--- config.mk ---
export PLATFORM = sky130hd
export DESIGN_NAME = core_mem_to_axi4_master
export DESIGN_NICKNAME = d
export VERILOG_FILES = /design/src/rtl/core_axi_pkg.sv /design/src/rtl/core_mem_to_axi4_master.sv
export SDC_FILE = /design/constraint.sdc
export NUM_CORES = 1
export LEC_CHECK = 0
export BUFFER_PORTS_ARGS = -buffer_cell sky130_fd_sc_hd__buf_4
export CORE_UTILIZATION = 40
export DETAILED_ROUTE_END_ITERATION = 6
export PLACE_DENSITY = 0.8
export SETUP_SLACK_MARGIN = 0.2
export SLEW_MARGIN = 20
export SYNTH_ARGS = -nofsm -noshare
export SYNTH_HDL_FRONTEND = slang
export SYNTH_SLANG_ARGS = --single-unit
--- constraint.sdc ---
create_clock -name clk -period 3.65 [get_ports clk]
set_clock_uncertainty 0.2 [all_clocks]
set_input_delay 0.5475 -clock clk [delete_from_list [all_inputs] [get_ports clk]]
set_output_delay 0.5475 -clock clk [all_outputs]
set_load 0.05 [all_outputs]
--- src/rtl/core_axi_pkg.sv ---
// core_axi_pkg
//   Shared types and constants for the core-to-AXI4 single-beat master.
//   - master_state_t : FSM state encoding (3 bits, 6 states)
//   - AXI_RESP_*     : AXI response codes used when judging BRESP/RRESP
//   - resp_is_error  : true for any response other than OKAY
package core_axi_pkg;

  typedef enum logic [2:0] {
    ST_IDLE       = 3'd0,
    ST_WRITE      = 3'd1,
    ST_WRITE_RESP = 3'd2,
    ST_READ       = 3'd3,
    ST_READ_RESP  = 3'd4,
    ST_DONE       = 3'd5
  } master_state_t;

  localparam logic [1:0] AXI_RESP_OKAY   = 2'b00;
  localparam logic [1:0] AXI_RESP_SLVERR = 2'b10;

  function automatic logic resp_is_error(input logic [1:0] resp);
    return (resp != AXI_RESP_OKAY);
  endfunction

endpackage

--- src/rtl/core_mem_to_axi4_master.sv ---
// core_mem_to_axi4_master
//   Turns a core's single-beat req/ack memory port into single-beat AXI4
//   write (AW/W/B) or read (AR/R) transactions, one outstanding at a time.
//   The request payload is latched when accepted; completion is a one-cycle
//   core_ack pulse with core_err qualifying it.
//
// Ports
//   clk, rst_n                 clock, asynchronous active-low reset
//   core_req/we/addr/wdata/wstrb  request from the core (held until ack)
//   core_rdata/ack/err/busy    completion and status back to the core
//   M_AXI_AW*, M_AXI_W*        write address / write data channels
//   M_AXI_B*                   write response channel
//   M_AXI_AR*, M_AXI_R*        read address / read data channels
//
// All outputs come straight from registers.
module core_mem_to_axi4_master
  import core_axi_pkg::*;
#(
  parameter int unsigned ADDR_WIDTH = 32,
  parameter int unsigned DATA_WIDTH = 32,
  parameter int unsigned ID_WIDTH   = 4,
  parameter int unsigned AXI_ID     = 0
) (
  input  logic                    clk,
  input  logic                    rst_n,

  input  logic                    core_req,
  input  logic                    core_we,
  input  logic [ADDR_WIDTH-1:0]   core_addr,
  input  logic [DATA_WIDTH-1:0]   core_wdata,
  input  logic [DATA_WIDTH/8-1:0] core_wstrb,
  output logic [DATA_WIDTH-1:0]   core_rdata,
  output logic                    core_ack,
  output logic                    core_err,
  output logic                    core_busy,

  output logic [ID_WIDTH-1:0]     M_AXI_AWID,
  output logic [ADDR_WIDTH-1:0]   M_AXI_AWADDR,
  output logic                    M_AXI_AWVALID,
  input  logic                    M_AXI_AWREADY,

  output logic [DATA_WIDTH-1:0]   M_AXI_WDATA,
  output logic [DATA_WIDTH/8-1:0] M_AXI_WSTRB,
  output logic                    M_AXI_WVALID,
  input  logic                    M_AXI_WREADY,

  input  logic [ID_WIDTH-1:0]     M_AXI_BID,
  input  logic [1:0]              M_AXI_BRESP,
  input  logic                    M_AXI_BVALID,
  output logic                    M_AXI_BREADY,

  output logic [ID_WIDTH-1:0]     M_AXI_ARID,
  output logic [ADDR_WIDTH-1:0]   M_AXI_ARADDR,
  output logic                    M_AXI_ARVALID,
  input  logic                    M_AXI_ARREADY,

  input  logic [ID_WIDTH-1:0]     M_AXI_RID,
  input  logic [DATA_WIDTH-1:0]   M_AXI_RDATA,
  input  logic [1:0]              M_AXI_RRESP,
  input  logic                    M_AXI_RVALID,
  output logic                    M_AXI_RREADY
);

  localparam int unsigned STRB_WIDTH = DATA_WIDTH / 8;
  localparam logic [ID_WIDTH-1:0] ID_CONST = ID_WIDTH'(AXI_ID);

  master_state_t state_reg, state_next;

  logic [ADDR_WIDTH-1:0] addr_reg,    addr_next;
  logic [DATA_WIDTH-1:0] wdata_reg,   wdata_next;
  logic [STRB_WIDTH-1:0] wstrb_reg,   wstrb_next;
  logic [DATA_WIDTH-1:0] rdata_reg,   rdata_next;
  logic                  awvalid_reg, awvalid_next;
  logic                  wvalid_reg,  wvalid_next;
  logic                  aw_done_reg, aw_done_next;
  logic                  w_done_reg,  w_done_next;
  logic                  bready_reg,  bready_next;
  logic                  arvalid_reg, arvalid_next;
  logic                  rready_reg,  rready_next;
  logic                  ack_reg,     ack_next;
  logic                  err_reg,     err_next;
  logic                  busy_reg,    busy_next;

  // Handshakes are only ever qualified by our own registered VALID/READY,
  // so stray READY/VALID from the interconnect cannot advance the FSM.
  logic aw_hs, w_hs, b_hs, ar_hs, r_hs;
  assign aw_hs = awvalid_reg & M_AXI_AWREADY;
  assign w_hs  = wvalid_reg  & M_AXI_WREADY;
  assign b_hs  = bready_reg  & M_AXI_BVALID;
  assign ar_hs = arvalid_reg & M_AXI_ARREADY;
  assign r_hs  = rready_reg  & M_AXI_RVALID;

  always_ff @(posedge clk or negedge rst_n) begin
    if (!rst_n) begin
      state_reg   <= ST_IDLE;
      addr_reg    <= '0;
      wdata_reg   <= '0;
      wstrb_reg   <= '0;
      rdata_reg   <= '0;
      awvalid_reg <= 1'b0;
      wvalid_reg  <= 1'b0;
      aw_done_reg <= 1'b0;
      w_done_reg  <= 1'b0;
      bready_reg  <= 1'b0;
      arvalid_reg <= 1'b0;
      rready_reg  <= 1'b0;
      ack_reg     <= 1'b0;
      err_reg     <= 1'b0;
      busy_reg    <= 1'b0;
    end else begin
      state_reg   <= state_next;
      addr_reg    <= addr_next;
      wdata_reg   <= wdata_next;
      wstrb_reg   <= wstrb_next;
      rdata_reg   <= rdata_next;
      awvalid_reg <= awvalid_next;
      wvalid_reg  <= wvalid_next;
      aw_done_reg <= aw_done_next;
      w_done_reg  <= w_done_next;
      bready_reg  <= bready_next;
      arvalid_reg <= arvalid_next;
      rready_reg  <= rready_next;
      ack_reg     <= ack_next;
      err_reg     <= err_next;
      busy_reg    <= busy_next;
    end
  end

  always_comb begin
    state_next   = state_reg;
    addr_next    = addr_reg;
    wdata_next   = wdata_reg;
    wstrb_next   = wstrb_reg;
    rdata_next   = rdata_reg;
    awvalid_next = awvalid_reg;
    wvalid_next  = wvalid_reg;
    aw_done_next = aw_done_reg;
    w_done_next  = w_done_reg;
    bready_next  = bready_reg;
    arvalid_next = arvalid_reg;
    rready_next  = rready_reg;
    // ack/err are pulses: they are only raised on the edge entering DONE
    ack_next     = 1'b0;
    err_next     = 1'b0;

    unique case (state_reg)
      ST_IDLE: begin
        if (core_req) begin
          addr_next  = core_addr;
          wdata_next = core_wdata;
          wstrb_next = core_wstrb;
          if (core_we) begin
            awvalid_next = 1'b1;
            wvalid_next  = 1'b1;
            aw_done_next = 1'b0;
            w_done_next  = 1'b0;
            state_next   = ST_WRITE;
          end else begin
            arvalid_next = 1'b1;
            state_next   = ST_READ;
          end
        end
      end

      ST_WRITE: begin
        // Each channel drops its VALID on its own handshake; the phase ends
        // once both have completed, in whichever order they arrive.
        if (aw_hs) awvalid_next = 1'b0;
        if (w_hs)  wvalid_next  = 1'b0;
        aw_done_next = aw_done_reg | aw_hs;
        w_done_next  = w_done_reg  | w_hs;
        if (aw_done_next && w_done_next) begin
          aw_done_next = 1'b0;
          w_done_next  = 1'b0;
          bready_next  = 1'b1;
          state_next   = ST_WRITE_RESP;
        end
      end

      ST_WRITE_RESP: begin
        if (b_hs) begin
          bready_next = 1'b0;
          ack_next    = 1'b1;
          err_next    = resp_is_error(M_AXI_BRESP) | (M_AXI_BID != ID_CONST);
          state_next  = ST_DONE;
        end
      end

      ST_READ: begin
        if (ar_hs) begin
          arvalid_next = 1'b0;
          rready_next  = 1'b1;
          state_next   = ST_READ_RESP;
        end
      end

      ST_READ_RESP: begin
        if (r_hs) begin
          rdata_next  = M_AXI_RDATA;
          rready_next = 1'b0;
          ack_next    = 1'b1;
          err_next    = resp_is_error(M_AXI_RRESP) | (M_AXI_RID != ID_CONST);
          state_next  = ST_DONE;
        end
      end

      ST_DONE: begin
        // core_req is deliberately not looked at here: the core is still
        // presenting the request that is being retired this cycle.
        state_next = ST_IDLE;
      end

      default: begin
        state_next = ST_IDLE;
      end
    endcase

    busy_next = (state_next != ST_IDLE);
  end

  assign core_rdata    = rdata_reg;
  assign core_ack      = ack_reg;
  assign core_err      = err_reg;
  assign core_busy     = busy_reg;

  assign M_AXI_AWID    = ID_CONST;
  assign M_AXI_AWADDR  = addr_reg;
  assign M_AXI_AWVALID = awvalid_reg;
  assign M_AXI_WDATA   = wdata_reg;
  assign M_AXI_WSTRB   = wstrb_reg;
  assign M_AXI_WVALID  = wvalid_reg;
  assign M_AXI_BREADY  = bready_reg;
  assign M_AXI_ARID    = ID_CONST;
  assign M_AXI_ARADDR  = addr_reg;
  assign M_AXI_ARVALID = arvalid_reg;
  assign M_AXI_RREADY  = rready_reg;

endmodule

==> summary.txt <==
die area = 12400 um^2
fillers = 910
Area after DPL = 6560 um^2
crit-path cells = nor3b_2 -> and3_2 -> mux2_2
slowest CP cell = and3_2
Antenna Nets Post-Route = 0
required time worst endpoint = 3.74 ns
sequential share of the synthesized area = 59.0%
layout cells sized above 1 = 67.7%
Yosys cell types = 34
Setup crit start kind = flip-flop
First-pass DRT Iterations = 7
failing checks = design-rule violations, negative hold slack
post-route cell area = 7100 um^2
Hold Crit Class = in -> async
Final nets = 675
Die Height = 111 um
Site Rows = 39
crit end category = flip-flop
Initial Utilization = 41.4%
setup TNS = 0 ns
Core ar. = 11600 um^2
CTS Hold Bufs = 0
cells after synthesis = 319
clock tree root driver cell = clkbuf_16
Rel. slew slack = 37.7%
RSZ-0062 raised after global routing = false
Post-Syn Area = 4790 um^2
global route overflow = 0
EDFF count, synth = 0
Final Hold Fails = 9
H-tree depth = 4
IO Count = 269
total track usage = 18.6%
initial antenna violation count = 0
yosys warns = 0
final worst path period share = 66.7%
Die W = 111 um
drt wl/cell = 15.7 um
Crit path largest cell delay = 0.84 ns
clk_lat worst skew = 0.41 ns
f_max = 411 MHz
post-CTS setup buffers = 0
routed via count = 3300
gpl congestion = 0.815
Clock Path Buffers = 2
DP HPWL = 8400 um
number of port buffers = 260
ys flop type = dfrtp_1
Sink Count = 113
CP max FO = 34
largest net degree at the start of global routing = 69
Diodes inserted = 0
Setup CP Type = reg -> reg
FF+latch count, synth = 113
vias in the first global route = 3483
Final setup violation count = 0
Worst-path clk slew = 0.05 ns
max-cap viol count = 0
post-synthesis async set-or-reset flop share = 100%
area grow syn2layout = 48.3%
crit path time final = 2.43 ns
global-route wire length before repair = 17600 um
drt total wl = 11100 um
Worst Path Arrival = 2.52 ns
status = complete, but fails checks
TritonCTS Buffers = 17
Worst Max-Slew Pin Slew = 0.935 ns
drt initial violations = 181
synthesized area per cell = 15.0 um^2
# DRC = 20
post_cts resized = 0
hold_ws = -0.0131 ns
Pins Over Slew Limit = 0
CTS tree = done
via/cell ratio = 4.65
[cell usage after synthesis (2+ instances only)]
master    number  area share (%)
dfrtp_1      113              59
mux2_2        72              17
buf_4         42             6.6
mux2_4        20             6.3
mux2_1         8             1.9
nand2_1        8            0.63
a21oi_1        6            0.63
buf_2          5            0.52
nor2_1         5            0.39
a31oi_1        3            0.39
buf_6          3            0.71
nor3_1         3            0.31
o21ai_0        3            0.31
or4_1          3            0.47
a22o_1         2            0.37
buf_12         2            0.84
inv_1          2            0.16
nor2b_1        2            0.26
o211ai_1       2            0.31
[critical path: cells and delay by family (launching register included)]
| kind | cells | cell delay [ns] |
|---|---|---|
| simple gates | 2 | 1.13 |
| flops | 1 | 0.54 |
| mux | 1 | 0.42 |
[final timing paths]
kind / startpoint / cells past startpoint / end / slack (ns)
max in group asynchronous: rst_n / 2 / M_AXI_ARADDR[27] / 2.48
min: rst_n / 1 / M_AXI_WDATA[25] / -0.01
max: state_reg[0] / 3 / core_rdata[14] / 1.22
min in group clk: M_AXI_RDATA[7] / 2 / core_rdata[7] / 0.15
max reg2reg: state_reg[0] / 3 / core_rdata[14] / 1.22
min reg2reg: core_rdata[7] / 1 / core_rdata[7] / 0.29
[cells by family (layout without fill, tap and decap cells)]
kind of cell / count (synthesis) / in the layout / share of synthesized area (%)
compound gates: 21 / 21 / 3.00
simple gates: 29 / 29 / 3.71
buf+inv: 55 / 296 / 9.11
mux: 100 / 100 / 25.1
flops: 113 / 113 / 59.0
other cells: 1 / 8 / 0.0783
[layout make-up]
cell class	count	area (um^2)	area share, %
Clock buffer	26	489	6.89
Clock inverter	6	55.1	0.775
Inverter	2	7.51	0.106
Multi-Input combinational cell	158	1550	21.9
Sequential cell	113	2830	39.8
Tap cell	143	179	2.52
Timing Repair Buffer	262	1990	28.0
[cells in the final DEF (no fill, tap or decap), drive strengths merged, types with 3 or more instances in the layout]
cell	Yosys	routed
a21oi	6	6
a31oi	3	3
buf	53	262
clkbuf	0	26
clkinv	0	5
conb	1	8
dfrtp	113	113
mux2	100	100
nand2	8	8
nor2	5	5
nor3	3	3
o21ai	3	3
or4	3	3
[metal layers]
metal	track usage, %	up-vias	part of all wire (%)
met5	0	-	0
met4	8.47	0	2.2
met3	6.10	18	7.3
met2	33.0	164	54
met1	20.2	1579	36
li1	-	1539	-
[stage by stage]
| stage | util, % | worst slack [ns] | instances |
|---|---|---|---|
| after floorplan | - | 1.75 | 326 |
| after global placement | 56.7 | 1.27 | 678 |
| after detailed placement | 56.7 | 1.21 | 678 |
| after CTS | 61.4 | 1.20 | 710 |
| after global routing | 61.4 | 1.08 | 710 |
| final | 61.4 | 1.22 | 710 |
Power is not shown: default switching activity piles up to over one toggle a cycle in this logic, so the estimate is an artifact.
